[src/rtl/inst_fetch_assembler_if.sv]
// inst_fetch_assembler_if: memory port, redirect and decoder handshake of the fetch stage.
interface inst_fetch_assembler_if;
  logic [31:0] mem_addr;
  logic [7:0]  mem_data;
  logic        redirect_valid;
  logic [31:0] redirect_pc;
  logic        instr_valid;
  logic        instr_ready;
  logic [31:0] instr;
  logic [31:0] instr_pc;
  modport master (
    output mem_addr, instr_valid, instr, instr_pc,
    input  mem_data, redirect_valid, redirect_pc, instr_ready
  );
  modport slave (
    input  mem_addr, instr_valid, instr, instr_pc,
    output mem_data, redirect_valid, redirect_pc, instr_ready
  );
endinterface

[src/rtl/inst_fetch_assembler.sv]
// inst_fetch_assembler: issues four byte reads, packs them little-endian into one
// instruction and hands it to the decoder; owns the PC (advance, wrap, redirect).
module inst_fetch_assembler #(
  parameter int MEM_BYTES = 32,
  parameter int RESET_PC  = 0
) (
  input  logic                   clock_i,
  input  logic                   reset_ni,
  inst_fetch_assembler_if.master bus
);
  localparam int AW = $clog2(MEM_BYTES);
  typedef enum logic {FETCH, HOLD} state_t;
  state_t        state_q;
  logic [AW-1:0] pc_q;
  logic [2:0]    issue_idx_q;
  logic          cap_en_q;
  logic [1:0]    cap_idx_q;
  logic [31:0]   instr_q;
  logic [AW-1:0] offset;
  logic          unused_redirect_hi;
  // issue_idx saturates the address at byte 3 once all four reads are out
  assign offset             = issue_idx_q[2] ? AW'(3) : AW'(issue_idx_q[1:0]);
  assign bus.mem_addr       = 32'(pc_q + offset);
  assign bus.instr_valid    = state_q == HOLD && !bus.redirect_valid;
  assign bus.instr          = instr_q;
  assign bus.instr_pc       = 32'(pc_q);
  assign unused_redirect_hi = ^bus.redirect_pc[31:AW];
  always_ff @(posedge clock_i or negedge reset_ni) begin
    if (!reset_ni) begin
      state_q     <= FETCH;
      pc_q        <= AW'(RESET_PC);
      issue_idx_q <= '0;
      cap_en_q    <= 1'b0;
      cap_idx_q   <= '0;
      instr_q     <= '0;
    end else if (bus.redirect_valid) begin
      state_q     <= FETCH;
      pc_q        <= {bus.redirect_pc[AW-1:2], 2'b00};
      issue_idx_q <= '0;
      cap_en_q    <= 1'b0;
      cap_idx_q   <= '0;
    end else if (bus.instr_valid && bus.instr_ready) begin
      state_q     <= FETCH;
      pc_q        <= pc_q + AW'(4);
      issue_idx_q <= '0;
      cap_en_q    <= 1'b0;
      cap_idx_q   <= '0;
    end else if (state_q == FETCH) begin
      cap_en_q <= issue_idx_q != 3'd4;
      if (issue_idx_q != 3'd4) issue_idx_q <= issue_idx_q + 3'd1;
      if (cap_en_q) begin
        instr_q[8*cap_idx_q +: 8] <= bus.mem_data;
        cap_idx_q                 <= cap_idx_q + 2'd1;
        if (cap_idx_q == 2'd3) state_q <= HOLD;
      end
    end
  end
endmodule

[src/flat_wrapper.sv]
// flat-port wrapper written by rule: the top's interface ports become plain ports
module inst_fetch_assembler_flat 
#(
  parameter int MEM_BYTES = 32,
  parameter int RESET_PC  = 0
)
  (clock_i, reset_ni, bus_mem_addr, bus_instr_valid, bus_instr, bus_instr_pc, bus_mem_data, bus_redirect_valid, bus_redirect_pc, bus_instr_ready);
  inst_fetch_assembler_if bus_i ();
  input  logic clock_i;
  input  logic reset_ni;
  output wire logic [$bits(bus_i.mem_addr)-1:0] bus_mem_addr;
  output wire logic [$bits(bus_i.instr_valid)-1:0] bus_instr_valid;
  output wire logic [$bits(bus_i.instr)-1:0] bus_instr;
  output wire logic [$bits(bus_i.instr_pc)-1:0] bus_instr_pc;
  input wire logic [$bits(bus_i.mem_data)-1:0] bus_mem_data;
  input wire logic [$bits(bus_i.redirect_valid)-1:0] bus_redirect_valid;
  input wire logic [$bits(bus_i.redirect_pc)-1:0] bus_redirect_pc;
  input wire logic [$bits(bus_i.instr_ready)-1:0] bus_instr_ready;
  assign bus_mem_addr = bus_i.mem_addr;
  assign bus_instr_valid = bus_i.instr_valid;
  assign bus_instr = bus_i.instr;
  assign bus_instr_pc = bus_i.instr_pc;
  assign bus_i.mem_data = bus_mem_data;
  assign bus_i.redirect_valid = bus_redirect_valid;
  assign bus_i.redirect_pc = bus_redirect_pc;
  assign bus_i.instr_ready = bus_instr_ready;
  inst_fetch_assembler #(.MEM_BYTES(MEM_BYTES), .RESET_PC(RESET_PC)) u_core (.clock_i(clock_i), .reset_ni(reset_ni), .bus(bus_i));
endmodule
[config.mk]
export PLATFORM = sky130hd
export DESIGN_NAME = inst_fetch_assembler_flat
export DESIGN_NICKNAME = d
export VERILOG_FILES = /design/src/rtl/inst_fetch_assembler_if.sv /design/src/rtl/inst_fetch_assembler.sv /design/src/flat_wrapper.sv
export SDC_FILE = /design/constraint.sdc
export NUM_CORES = 1
export LEC_CHECK = 0
export ABC_AREA = 1
export CAP_MARGIN = 20
export CELL_PAD_IN_SITES_DETAIL_PLACEMENT = 0
export CELL_PAD_IN_SITES_GLOBAL_PLACEMENT = 1
export CORE_MARGIN = 4
export CORE_UTILIZATION = 29
export CTS_CLUSTER_DIAMETER = 80
export CTS_CLUSTER_SIZE = 40
export DETAILED_ROUTE_END_ITERATION = 12
export HOLD_SLACK_MARGIN = 0.05
export PLACE_DENSITY = 0.86
export SYNTH_ARGS = -nofsm -noshare
export SYNTH_HDL_FRONTEND = slang
export SYNTH_SLANG_ARGS = --single-unit
[constraint.sdc]
create_clock -name clock_i -period 4.01 [get_ports clock_i]
set_input_delay 0.401 -clock clock_i [delete_from_list [all_inputs] [get_ports clock_i]]
set_output_delay 0.401 -clock clock_i [all_outputs]
set_load 0.02 [all_outputs]
Yosys cells after proc, flatten, opt, wreduce, memory -nomap -nowiden
Cells that the tools add are included.
{ "word_totals": {"regBits": 44, "inputBits": 44, "output_inout_bits": 97, "word_cells": 48} }
{ "op_classes": {"n_addsub": 5, "eq_ne": 3, "shift": 2, "mux": 20, "n_bitwise": 3, "n_reduce_logical": 9} }
{ "op_table": {"columns": ["operator", "count"], "rows": [
  ["$neg A5 Y34", 1],
  ["$shift A8 B34 Y32 const A", 1],
  ["$shiftx A8 B34 Y32", 1],
  ["$bwmux W32", 1],
  ["$mux W3", 4],
  ["$mux W2", 5],
  ["$mux W5", 2],
  ["$mux W1", 8],
  ["$add A5 B5 Y6", 1],
  ["$ne A3 B3 Y1 const B", 2],
  ["$reduce_bool A3 Y1", 2],
  ["$add A5 B3 Y5 const B", 1],
  ["$reduce_and A2 Y1", 2],
  ["$reduce_and A4 Y1", 1],
  ["$add A3 B1 Y3 const B", 1],
  ["$not A1 Y1", 3],
  ["$add A2 B1 Y2 const B", 1],
  ["$eq A2 B2 Y1 const B", 1],
  ["$logic_and A1 B1 Y1", 2],
  ["$reduce_bool A2 Y1", 1],
  ["$logic_not A1 Y1", 1]
]} }

Logic depth before layout (Yosys ltp)
Gate-level depths: netlist of run 1.
{ "depth": {"word_depth": 6, "ltp_mapped": 8, "depth_no_buf": 7} }

Worst setup path before layout of run 1
No wires, ideal clock.
{ "synth_path": {"path_type": "reg2reg", "from": "register u_core.cap_idx_q[0]", "to": "register u_core.instr_q[24], in the netlist u_core.bus.instr[24]", "setup_time_ps": 65, "t_arrival_ps": 1333, "required_time_ps": 3945, "setup_slack_ps": 2612, "stages_incl_launch_ff": 8, "path_buffers": 1, "synth_period_minus_slack_ps": 1398, "cell_sequence": "dfrtp_1 -> inv_1 -> ha_1 -> or2_1 -> buf_2 -> nor2_1 -> nand2_1 -> nand2_1"} }
{ "synth_via": {"elab_chain_cells": 3, "elab_cells_between_ends": 4, "cone_classes": "1 x add/sub; 2 x shift; 1 x mux"} }
{ "synth_rtl": {"columns": ["item", "line_no", "text"], "rows": [
  ["start: declaration", "inst_fetch_assembler.sv:17", "logic [1:0] cap_idx_q;"],
  ["start signal: assignment", "inst_fetch_assembler.sv:53", "cap_idx_q <= cap_idx_q + 2'd1;"],
  ["$neg A5 Y34 (*)", "inst_fetch_assembler.sv:52", "instr_q[8*cap_idx_q +: 8] <= bus.mem_data;"],
  ["$shiftx A8 B34 Y32 / $shift A8 B34 Y32 (equally long branches)", "inst_fetch_assembler.sv:52", null],
  ["$bwmux W32 (*)", "inst_fetch_assembler.sv:52", null],
  ["end signal: indexed assignment", "inst_fetch_assembler.sv:52", null],
  ["end: declaration", "inst_fetch_assembler.sv:18", "logic [31:0] instr_q;"]
]} }
Mark *: on every way between the ends. The rest lies on a longest branch, timed or not.
A chain may end at the register's enable or synchronous reset.

Worst setup path in the final report of run 1
{ "layout_path": {"from": "input bus_redirect_valid", "to": "output bus_instr_valid"} }
{ "layout_via": {"elab_chain_cells": 2} }
{ "layout_rtl": {"columns": ["item", "line_no", "text"], "rows": [
  ["start: declaration", "flat_wrapper.sv:16", "input wire logic [$bits(bus_i.redirect_valid)-1:0] bus_redirect_valid;"],
  ["$logic_not A1 Y1", "inst_fetch_assembler.sv:24", "assign bus.instr_valid = state_q == HOLD && !bus.redirect_valid;"],
  ["$logic_and A1 B1 Y1", "inst_fetch_assembler.sv:24", null],
  ["end: declaration", "flat_wrapper.sv:12", "output wire logic [$bits(bus_i.instr_valid)-1:0] bus_instr_valid;"]
]} }
Every way passes these cells.

==> results.py, run 1 <==
metrics = {
    "synth": {
        "yosys_warnings": 0,
        "syn_area_per_cell_um2": 7.84,
        "synthesis.area_um2": 2560,
        "ys_seq_area_frac": 0.411,
        "yosys_register_bits": 42,
        "yosysUniqueCellTypes": 25,
        "synthCells": 326,
    },
    "pwr": {
        "p_leak_nw": 1.49,
        "power_mw": 1.08,
        "ir_drop_mv": 0.125,
        "power_density_nw_per_um2": 353,
    },
    "clock_tree": {
        "postCtsHoldBufs": 0,
        "cts_resized": 0,
        "clk_pin_slew_ns": 0.08,
        "worstSkewPairLatency_ns": 0.29,
        "cts_root_buffer": "clkbuf_8",
        "htreeDepth": 2,
        "cts_sinks": 42,
        "clock_path_buffers": 2,
        "cts_tree": "done",
        "numCtsBuffers": 5,
        "cts_setup_buffers": 0,
    },
    "place": {
        "port_buffers": 55,
        "place_congestion": 0.791,
        "dp_cells": 477,
        "dp_hpwl_um": 4370,
    },
    "timing": {
        "relSlewSlack": 0.379,
        "slew_viol_final": 0,
        "finalHoldViolations": 0,
        "grt_setup_unrepaired": "false",
        "skew_ns": 0.00770,
        "setup-violations-final": 0,
        "fin_tns_setup_ns": 0,
        "period_minus_slack_ns": 2.31,
        "period_share": 0.577,
        "fmax_mhz": 432,
        "worstMarginPinSlew_ns": 0.931,
    },
    "global_routing": {
        "grt_usage": 0.111,
        "grt_pass1_vias": 1861,
        "grt_start_max_net_pins": 43,
        "grt_overflow": 0,
        "grt_antenna_before_repair": 0,
        "grt_pass1_wl_um": 9060,
    },
    "worst_setup_path": {
        "crit_path_end_kind": "primary output",
        "critPathArrivalTime_ns": 1.91,
        "worst_path_most_repeated_cell": "clkdlybuf4s50_1",
        "slowest_delay_ns": 0.65,
        "crit_start": "bus_redirect_valid",
        "rr_startpoint": "u_core.cap_idx_q[0]",
        "cp-start-kind": "primary input",
        "crit_required_ns": 3.61,
        "path_class": "primary input to primary output",
        "cp_max_fo": 10,
        "worst_path_max_delay_cell": "clkdlybuf4s50_1",
        "crit_chain": "clkdlybuf4s50_1 -> nor2_1 -> clkdlybuf4s50_1",
    },
    "route": {
        "post_drt_wl_per_cell_um": 11.6,
        "drc": 0,
        "ant_nets": 0,
        "drt_iter0_drc": 61,
        "dr.pass1.iters": 4,
        "via_count": 1952,
        "wirelength_um": 5640,
        "vias_per_cell": 4.02,
    },
    "layout": {
        "syn_to_final_growth_pct": 19.8,
        "n_antenna_cell": 0,
        "multi_input_area_um2": 1180,
        "finalNonFillerCells": 485,
        "finalNetCount": 431,
        "register_area_um2": 1050,
        "n_fill_cell": 890,
        "drive_gt1_frac": 0.0632,
    },
    "floorplan": {
        "die_h_um": 102,
        "num_rows": 33,
        "die-area_um2": 10400,
        "start_util": 0.305,
        "num_io_pins": 141,
        "coreArea_um2": 8380,
        "die_width_um": 102,
    },
    "run": {
        "maxCapViolations": 0,
    },
    "run_status": {
        "status": "complete, no violations",
    },
    "hold_path": {
        "worstHoldPathType": "primary input to async pin",
    },
}
state kept, by name, indices dropped and copies added (netlist names):
name / flops
u_core.cap_idx_q: 2
u_core.cap_en_q: 1
u_core.bus.instr: 32
u_core.state_q: 1
u_core.pc_q: 3
u_core.issue_idx_q: 3
metal layers:
| metal | wire length (µm) | vias to the layer above | track usage | part of all wire |
|---|---|---|---|---|
| met5 | 0 | - | 0 | 0 |
| met4 | 47 | 0 | 0.0293 | 0.0083 |
| met3 | 492 | 4 | 0.0389 | 0.087 |
| met2 | 2480 | 68 | 0.165 | 0.44 |
| met1 | 2610 | 873 | 0.154 | 0.46 |
| li1 | - | 1007 | - | - |
cells in the mapped netlist, drive strengths merged:
| cell | count | area (µm²) |
|---|---|---|
| nand3 | 22 | 110 |
| a21oi | 5 | 25.0 |
| o21a | 1 | 7.51 |
| buf | 60 | 443 |
| conb | 1 | 3.75 |
| dfrtp | 42 | 1050 |
| ha | 8 | 100 |
| nand4 | 2 | 27.5 |
| or2 | 1 | 6.26 |
| clkbuf | 4 | 25.0 |
| nor2 | 37 | 181 |
| o21ai | 13 | 65.1 |
| nand2 | 115 | 449 |
| clkinv | 2 | 12.5 |
| inv | 13 | 48.8 |
stage by stage:
| stage | cell area (µm²) | utilization | setup slack, ns | hold slack [ns] |
|---|---|---|---|---|
| global route | 3060 | 0.365 | 1.60 | 0.329 |
| global placement | 2970 | 0.355 | 1.70 | 0.464 |
| CTS | 3060 | 0.365 | 1.68 | 0.284 |
| floorplan | 2760 | - | 2.61 | 0.105 |
| finish | 3060 | 0.365 | 1.70 | 0.238 |
| detailed placement | 2970 | 0.355 | 1.69 | 0.466 |
cell usage in the layout (no fill, tap or decap), types with 2 or more instances in the layout:
cell type        Yosys  final
a21oi_1              5      5
nor2_1              30     30
conb_1               1     56
nor2_2               2      2
nor2_4               5      5
inv_1               11     11
o21ai_1              8      8
nand2_1            110    110
o21ai_0              5      5
nand2_2              4      4
ha_1                 8      8
clkdlybuf4s50_1      0     54
nand3_1             22     22
inv_2                2      2
dfrtp_1             42     42
clkbuf_8             1      6
power breakdown:
part / total, mW / switching, mW / internal (mW)
logic: 0.316 / 0.206 / 0.110
registers: 0.481 / 0.0265 / 0.455
clock network: 0.284 / 0.145 / 0.139
total: 1.08 / 0.378 / 0.704
path summary, 6_finish.rpt:
check                      depth (start not counted)                   end  slack, ns
hold reg to reg                                    2  u_core.bus.instr[14]       0.48
hold / removal                                     1  u_core.bus.instr[22]       0.24
max in group asynchronous                          1  u_core.bus.instr[29]       3.19
setup / recovery                                   3       bus_instr_valid       1.70
min in group clock_i                               2  u_core.bus.instr[14]       0.48
setup reg to reg                                   6   u_core.bus.instr[5]       2.00
cell type report:
class                           count  share of cell area
Tap cell                          105              0.0429
Sequential cell                    42               0.343
Clock buffer                        7              0.0282
Clock inverter                      1             0.00163
Inverter                           15              0.0200
Multi-Input combinational cell    260               0.386
Timing Repair Buffer               55               0.178
worst max-delay path: cells and delay by family:
family,cells,cell delay (ns)
buffers and inverters,2,1.28
and+or+nand+nor,1,0.23
cells by family (layout without fill, tap and decap cells):
group,Yosys count,after routing,share of synthesized area
AND/OR/NAND/NOR,177,177,0.303
buffers and inverters,79,78,0.207
flip-flops,42,42,0.411
other,1,56,0.00147
AO/OA/AOI/OAI,19,19,0.0382
adder cells (fa/ha/maj),8,8,0.0392
(Power assumes the default switching activity.)
==> run 2: changes to the inputs <==
CORE_UTILIZATION = 27   (was 29)
PLACE_DENSITY = 0.8   (was 0.86)
clock period = 2.2 ns   (was 4.01 ns; I/O delays follow)
==> results.py, run 2 (same netlist as run 1, synthesis figures left out) <==
metrics = {
    "timing": {
        "period_share": 0.878,
        "slew_viol_final": 0,
        "finalHoldViolations": 0,
        "grt_setup_unrepaired": "false",
        "fmax_mhz": 518,
        "relSlewSlack": 0.367,
        "worstMarginPinSlew_ns": 0.950,
        "fin_tns_setup_ns": 0,
        "period_minus_slack_ns": 1.93,
        "setup-violations-final": 0,
        "hold-worst-slack_ns": 0.0699,
        "skew_ns": 0.0125,
    },
    "clock_tree": {
        "cts_tree": "done",
        "cts_root_buffer": "clkbuf_8",
        "clock_path_buffers": 2,
        "clk_pin_slew_ns": 0.08,
        "numCtsBuffers": 5,
        "worstSkewPairLatency_ns": 0.29,
        "cts_sinks": 42,
        "postCtsHoldBufs": 0,
        "cts_resized": 0,
        "htreeDepth": 2,
        "cts_setup_buffers": 0,
    },
    "layout": {
        "drive_gt1_frac": 0.0654,
        "layout_common_cells": "110 x nand2_1, 56 x conb_1, 54 x clkdlybuf4s50_1, 42 x dfrtp_1, 30 x nor2_1",
        "largest_register_ffs": 32,
        "multi_input_area_um2": 1180,
        "register_area_um2": 1050,
        "finalNetCount": 433,
        "n_antenna_cell": 0,
        "final_area_um2": 3120,
        "n_fill_cell": 992,
        "layout_commonest_cell": "nand2_1",
        "syn_to_final_growth_pct": 22.2,
    },
    "floorplan": {
        "die_width_um": 105,
        "num_rows": 35,
        "coreArea_um2": 9240,
        "num_io_pins": 141,
        "die_h_um": 105,
        "die-area_um2": 11100,
        "start_util": 0.277,
    },
    "global_routing": {
        "grt_overflow": 0,
        "grt_start_max_net_pins": 43,
        "grt_antenna_before_repair": 0,
        "grt_usage": 0.102,
        "grt_pass1_vias": 1867,
        "grt_pass1_wl_um": 9290,
    },
    "pwr": {
        "ir_drop_mv": 0.261,
        "power_density_nw_per_um2": 658,
        "p_seq_frac": 0.424,
        "intPower_mw": 1.37,
        "combPwrFrac": 0.286,
        "power_mw": 2.05,
        "clkPwrFrac": 0.290,
        "p_leak_nw": 1.51,
        "power.switching_mw": 0.682,
        "switching_share": 0.332,
    },
    "route": {
        "drc": 0,
        "via_count": 1989,
        "ant_nets": 0,
        "vias_per_cell": 3.89,
        "dr.pass1.iters": 4,
        "post_drt_wl_per_cell_um": 11.1,
        "drt_iter0_drc": 52,
        "wirelength_um": 5670,
    },
    "worst_setup_path": {
        "crit_required_ns": 1.98,
        "slowest_delay_ns": 0.64,
        "path_class": "flop to primary output",
        "cp_max_fo": 9,
        "worst_path_max_delay_cell": "clkdlybuf4s50_1",
        "crit_family": "buffers and inverters",
        "crit_chain": "inv_2 -> nor2_1 -> clkdlybuf4s50_1",
        "critPathArrivalTime_ns": 1.71,
        "cp-start-kind": "flop",
        "critical_path_buf_inv_count": 2,
        "crit_path_end_kind": "primary output",
    },
    "hold_path": {
        "worstHoldPathType": "primary input to async pin",
    },
    "run": {
        "maxCapViolations": 0,
    },
    "place": {
        "place_congestion": 0.802,
        "port_buffers": 55,
        "dp_hpwl_um": 4460,
        "placed_area_um2": 3020,
    },
    "run_status": {
        "status": "complete, no violations",
    },
}
-- run 2: worst paths after layout --
check                                             to  slack (ns)                 start  cells past startpoint
min in group clock_i            u_core.bus.instr[14]        0.49  u_core.bus.instr[14]                      2
worst max-delay path                 bus_instr_valid        0.27        u_core.state_q                      3
worst min register to register  u_core.bus.instr[14]        0.49  u_core.bus.instr[14]                      2
max in group asynchronous       u_core.bus.instr[20]        1.52              reset_ni                      1
worst min-delay path             u_core.bus.instr[5]        0.07              reset_ni                      1
worst max register to register   u_core.bus.instr[4]        0.44   u_core.cap_idx_q[0]                      6
-- run 2: power groups by stage --
stage | combinational, mW | clock (mW) | sequential [mW]
after floorplan | 0.405 | 0 | 0.935
after global placement | 0.583 | 0 | 0.885
after detailed placement | 0.589 | 0 | 0.888
after CTS | 0.592 | 0.622 | 0.873
after global routing | 0.647 | 0.660 | 0.882
final | 0.588 | 0.595 | 0.871
-- run 2: per-stage QoR --
step	utilization	instances	worst slack, ns
2_1_floorplan	-	381	0.802
3_3_place_gp	0.326	503	0.497
3_5_place_dp	0.326	503	0.470
4_1_cts	0.338	511	0.252
5_1_grt	0.338	511	0.181
6_report	0.338	511	0.269
-- run 2: layout make-up --
cell class              instances  share of cell area
multi-input cells             260               0.379
clock buffers                   7              0.0244
inverters                      15              0.0196
clock inverters                 1             0.00962
well taps                     129              0.0517
repair buffers                 57               0.179
flip-flops and latches         42               0.337
-- run 2: worst reg2reg max path, delay by kind of cell (launching register included) --
family	cells	cell delay [ns]
AND/OR/NAND/NOR	2	0.51
buffers and inverters	2	0.48
flip-flops	1	0.38
adder cells (fa/ha/maj)	1	0.17
AO/OA/AOI/OAI	1	0.13
-- run 2: layer usage --
layer	vias to the layer above	wire, µm	track usage
met3	4	513	0.0367
met4	0	37	0.0225
met2	76	2520	0.155
met1	901	2610	0.139
met5	-	0	0
li1	1008	-	-
==> run 3: changes to the inputs <==
CORE_UTILIZATION = 24   (was 27)
PLACE_DENSITY = 0.76   (was 0.8)
clock period = 1.77 ns   (was 2.2 ns; I/O delays follow)
==> results.py, run 3 (same netlist as run 1, synthesis figures left out) <==
metrics = {
    "global_routing": {
        "grt_usage": 0.0941,
        "grt_antenna_before_repair": 0,
        "grt_pass1_wl_um": 9570,
        "grt_overflow": 0,
        "grt_start_max_net_pins": 43,
        "grt_pass1_vias": 1916,
    },
    "run_status": {
        "status": "complete, no violations",
    },
    "hold_path": {
        "worstHoldPathType": "primary input to async pin",
    },
    "layout": {
        "finalNetCount": 437,
        "n_fill_cell": 1138,
        "largest_register_ffs": 32,
        "layout_commonest_cell": "nand2_1",
        "drive_gt1_frac": 0.0701,
        "layout_common_cells": "110 x nand2_1, 56 x conb_1, 53 x clkdlybuf4s50_1, 42 x dfrtp_1, 30 x nor2_1",
        "multi_input_area_um2": 1180,
        "finalNonFillerCells": 521,
        "register_area_um2": 1050,
        "final_area_um2": 3150,
        "n_antenna_cell": 0,
        "syn_to_final_growth_pct": 23.1,
    },
    "timing": {
        "slew_viol_final": 0,
        "fmax_mhz": 616,
        "grt_setup_unrepaired": "false",
        "finalHoldViolations": 0,
        "period_share": 0.917,
        "period_minus_slack_ns": 1.62,
        "fin_tns_setup_ns": 0,
        "skew_ns": 0.00509,
        "setup-violations-final": 0,
    },
    "clock_tree": {
        "worstSkewPairLatency_ns": 0.29,
        "cts_sinks": 42,
        "cts_root_buffer": "clkbuf_8",
        "htreeDepth": 2,
        "clk_pin_slew_ns": 0.08,
        "clock_path_buffers": 2,
        "cts_tree": "done",
        "numCtsBuffers": 5,
    },
    "worst_setup_path": {
        "slowest_delay_ns": 0.61,
        "crit_path_end_kind": "primary output",
        "cp-start-kind": "flop",
        "worst_path_max_delay_cell": "clkdlybuf4s50_1",
        "cp_max_fo": 3,
        "path_class": "flop to primary output",
        "rrSetupSlack_ns": 0.28,
        "rr_startpoint": "u_core.cap_idx_q[1]",
        "crit_chain": "inv_1 -> nand2_1 -> clkdlybuf4s50_1",
        "critPathArrivalTime_ns": 1.45,
        "cp.depth": 3,
        "worst_r2r_endpoint": "u_core.bus.instr[31]",
        "critical_path_buf_inv_count": 2,
        "crit_required_ns": 1.59,
        "rr_worst_depth": 6,
        "crit_family": "buffers and inverters",
    },
    "place": {
        "port_buffers": 55,
        "dp_cells": 513,
        "place_congestion": 0.811,
        "dp_hpwl_um": 4600,
        "placed_area_um2": 3060,
    },
    "route": {
        "drt_iter0_drc": 104,
        "vias_per_cell": 3.88,
        "dr.pass1.iters": 5,
        "ant_nets": 0,
        "drc": 0,
        "top_layer": "met4",
        "drt-met1-wl_um": 2810,
        "wirelength_um": 5900,
        "route.met2.wl_um": 2520,
        "via_count": 2024,
        "post_drt_wl_per_cell_um": 11.3,
        "route.met3.wl_um": 518,
    },
    "floorplan": {
        "die_h_um": 111,
        "die_width_um": 111,
        "start_util": 0.247,
        "num_rows": 37,
        "die-area_um2": 12400,
        "coreArea_um2": 10400,
        "num_io_pins": 141,
    },
    "pwr": {
        "intPower_mw": 1.57,
        "clkPwrFrac": 0.239,
        "p_seq_frac": 0.450,
        "combPwrFrac": 0.311,
        "ir_drop_mv": 0.274,
        "p_leak_nw": 1.52,
        "switching_share": 0.349,
        "power_density_nw_per_um2": 768,
        "power.switching_mw": 0.844,
    },
    "run": {
        "maxCapViolations": 0,
    },
}
==> run 3: cell types whose count changed in the layout (fill, tap and decap cells not counted) <==
cell | previous run | this run
buf_12 | 0 | 1
buf_4 | 2 | 4
bufinv_16 | 1 | 0
clkdlybuf4s50_1 | 54 | 53
dlygate4sd2_1 | 0 | 1
dlygate4sd3_1 | 0 | 1
==> run 3: cell type report <==
| cell class | instances | share of cell area |
|---|---|---|
| multi-input cells | 260 | 0.376 |
| repair buffers | 61 | 0.192 |
| flip-flops and latches | 42 | 0.334 |
| clock buffers | 7 | 0.0243 |
| well taps | 136 | 0.0541 |
| inverters | 15 | 0.0195 |
==> run 3: power groups by stage <==
stage	Clock, mW	Combinational [mW]	Sequential [mW]
3_5_place_dp	0	0.752	1.10
6_report	0.578	0.751	1.09
4_1_cts	0.605	0.757	1.09
5_1_grt	0.652	0.829	1.10
2_1_floorplan	0	0.504	1.16
3_3_place_gp	0	0.743	1.10
==> run 3: metrics by stage <==
| stage | hold slack (ns) | setup WS (ns) | total power [mW] | utilization |
|---|---|---|---|---|
| finish | 0.393 | 0.147 | 2.41 | 0.303 |
| detailed placement | 0.174 | 0.195 | 1.86 | 0.295 |
| global placement | 0.165 | 0.179 | 1.84 | 0.295 |
| floorplan | -0.119 | 0.372 | 1.67 | - |
| CTS | 0.409 | 0.124 | 2.45 | 0.303 |
| global route | 0.426 | 0.0836 | 2.58 | 0.303 |
==> run 3: worst register-to-register path: cells and delay by family, from the launching register on <==
kind / cells / cell delay (ns)
buffers and inverters: 1 / 0.10
and+or+nand+nor: 4 / 0.58
adders and majority gates: 1 / 0.35
DFF: 1 / 0.40
==> run 3: routing by layer <==
metal	vias up	track usage
met2	79	0.141
li1	1021	-
met1	917	0.130
met3	7	0.0333
met5	-	0
met4	0	0.0219
==> run 3: repair_timing <==
item | in CTS | in global routing
setup buffers | 0 | 0
endpoints found under the setup margin | 1 | 0
hold buffers | 1 | 0
endpoints found under the hold margin | 42 | 0
resized for setup | 1 | 0
==> run 3: how the worst max path moves through the flow <==
| stage | endpoint | start | slack (ns) |
|---|---|---|---|
| 3_5_place_dp | bus_instr_valid | bus_redirect_valid | 0.20 |
| 2_1_floorplan | u_core.bus.instr[24] | u_core.cap_idx_q[0] | 0.37 |
| 4_1_cts | bus_mem_addr[0] | u_core.issue_idx_q[0] | 0.12 |
| 3_3_place_gp | bus_instr_valid | bus_redirect_valid | 0.18 |
| 6_report | bus_mem_addr[0] | u_core.issue_idx_q[0] | 0.15 |
| 5_1_grt | u_core.bus.instr[20] | u_core.cap_idx_q[1] | 0.08 |
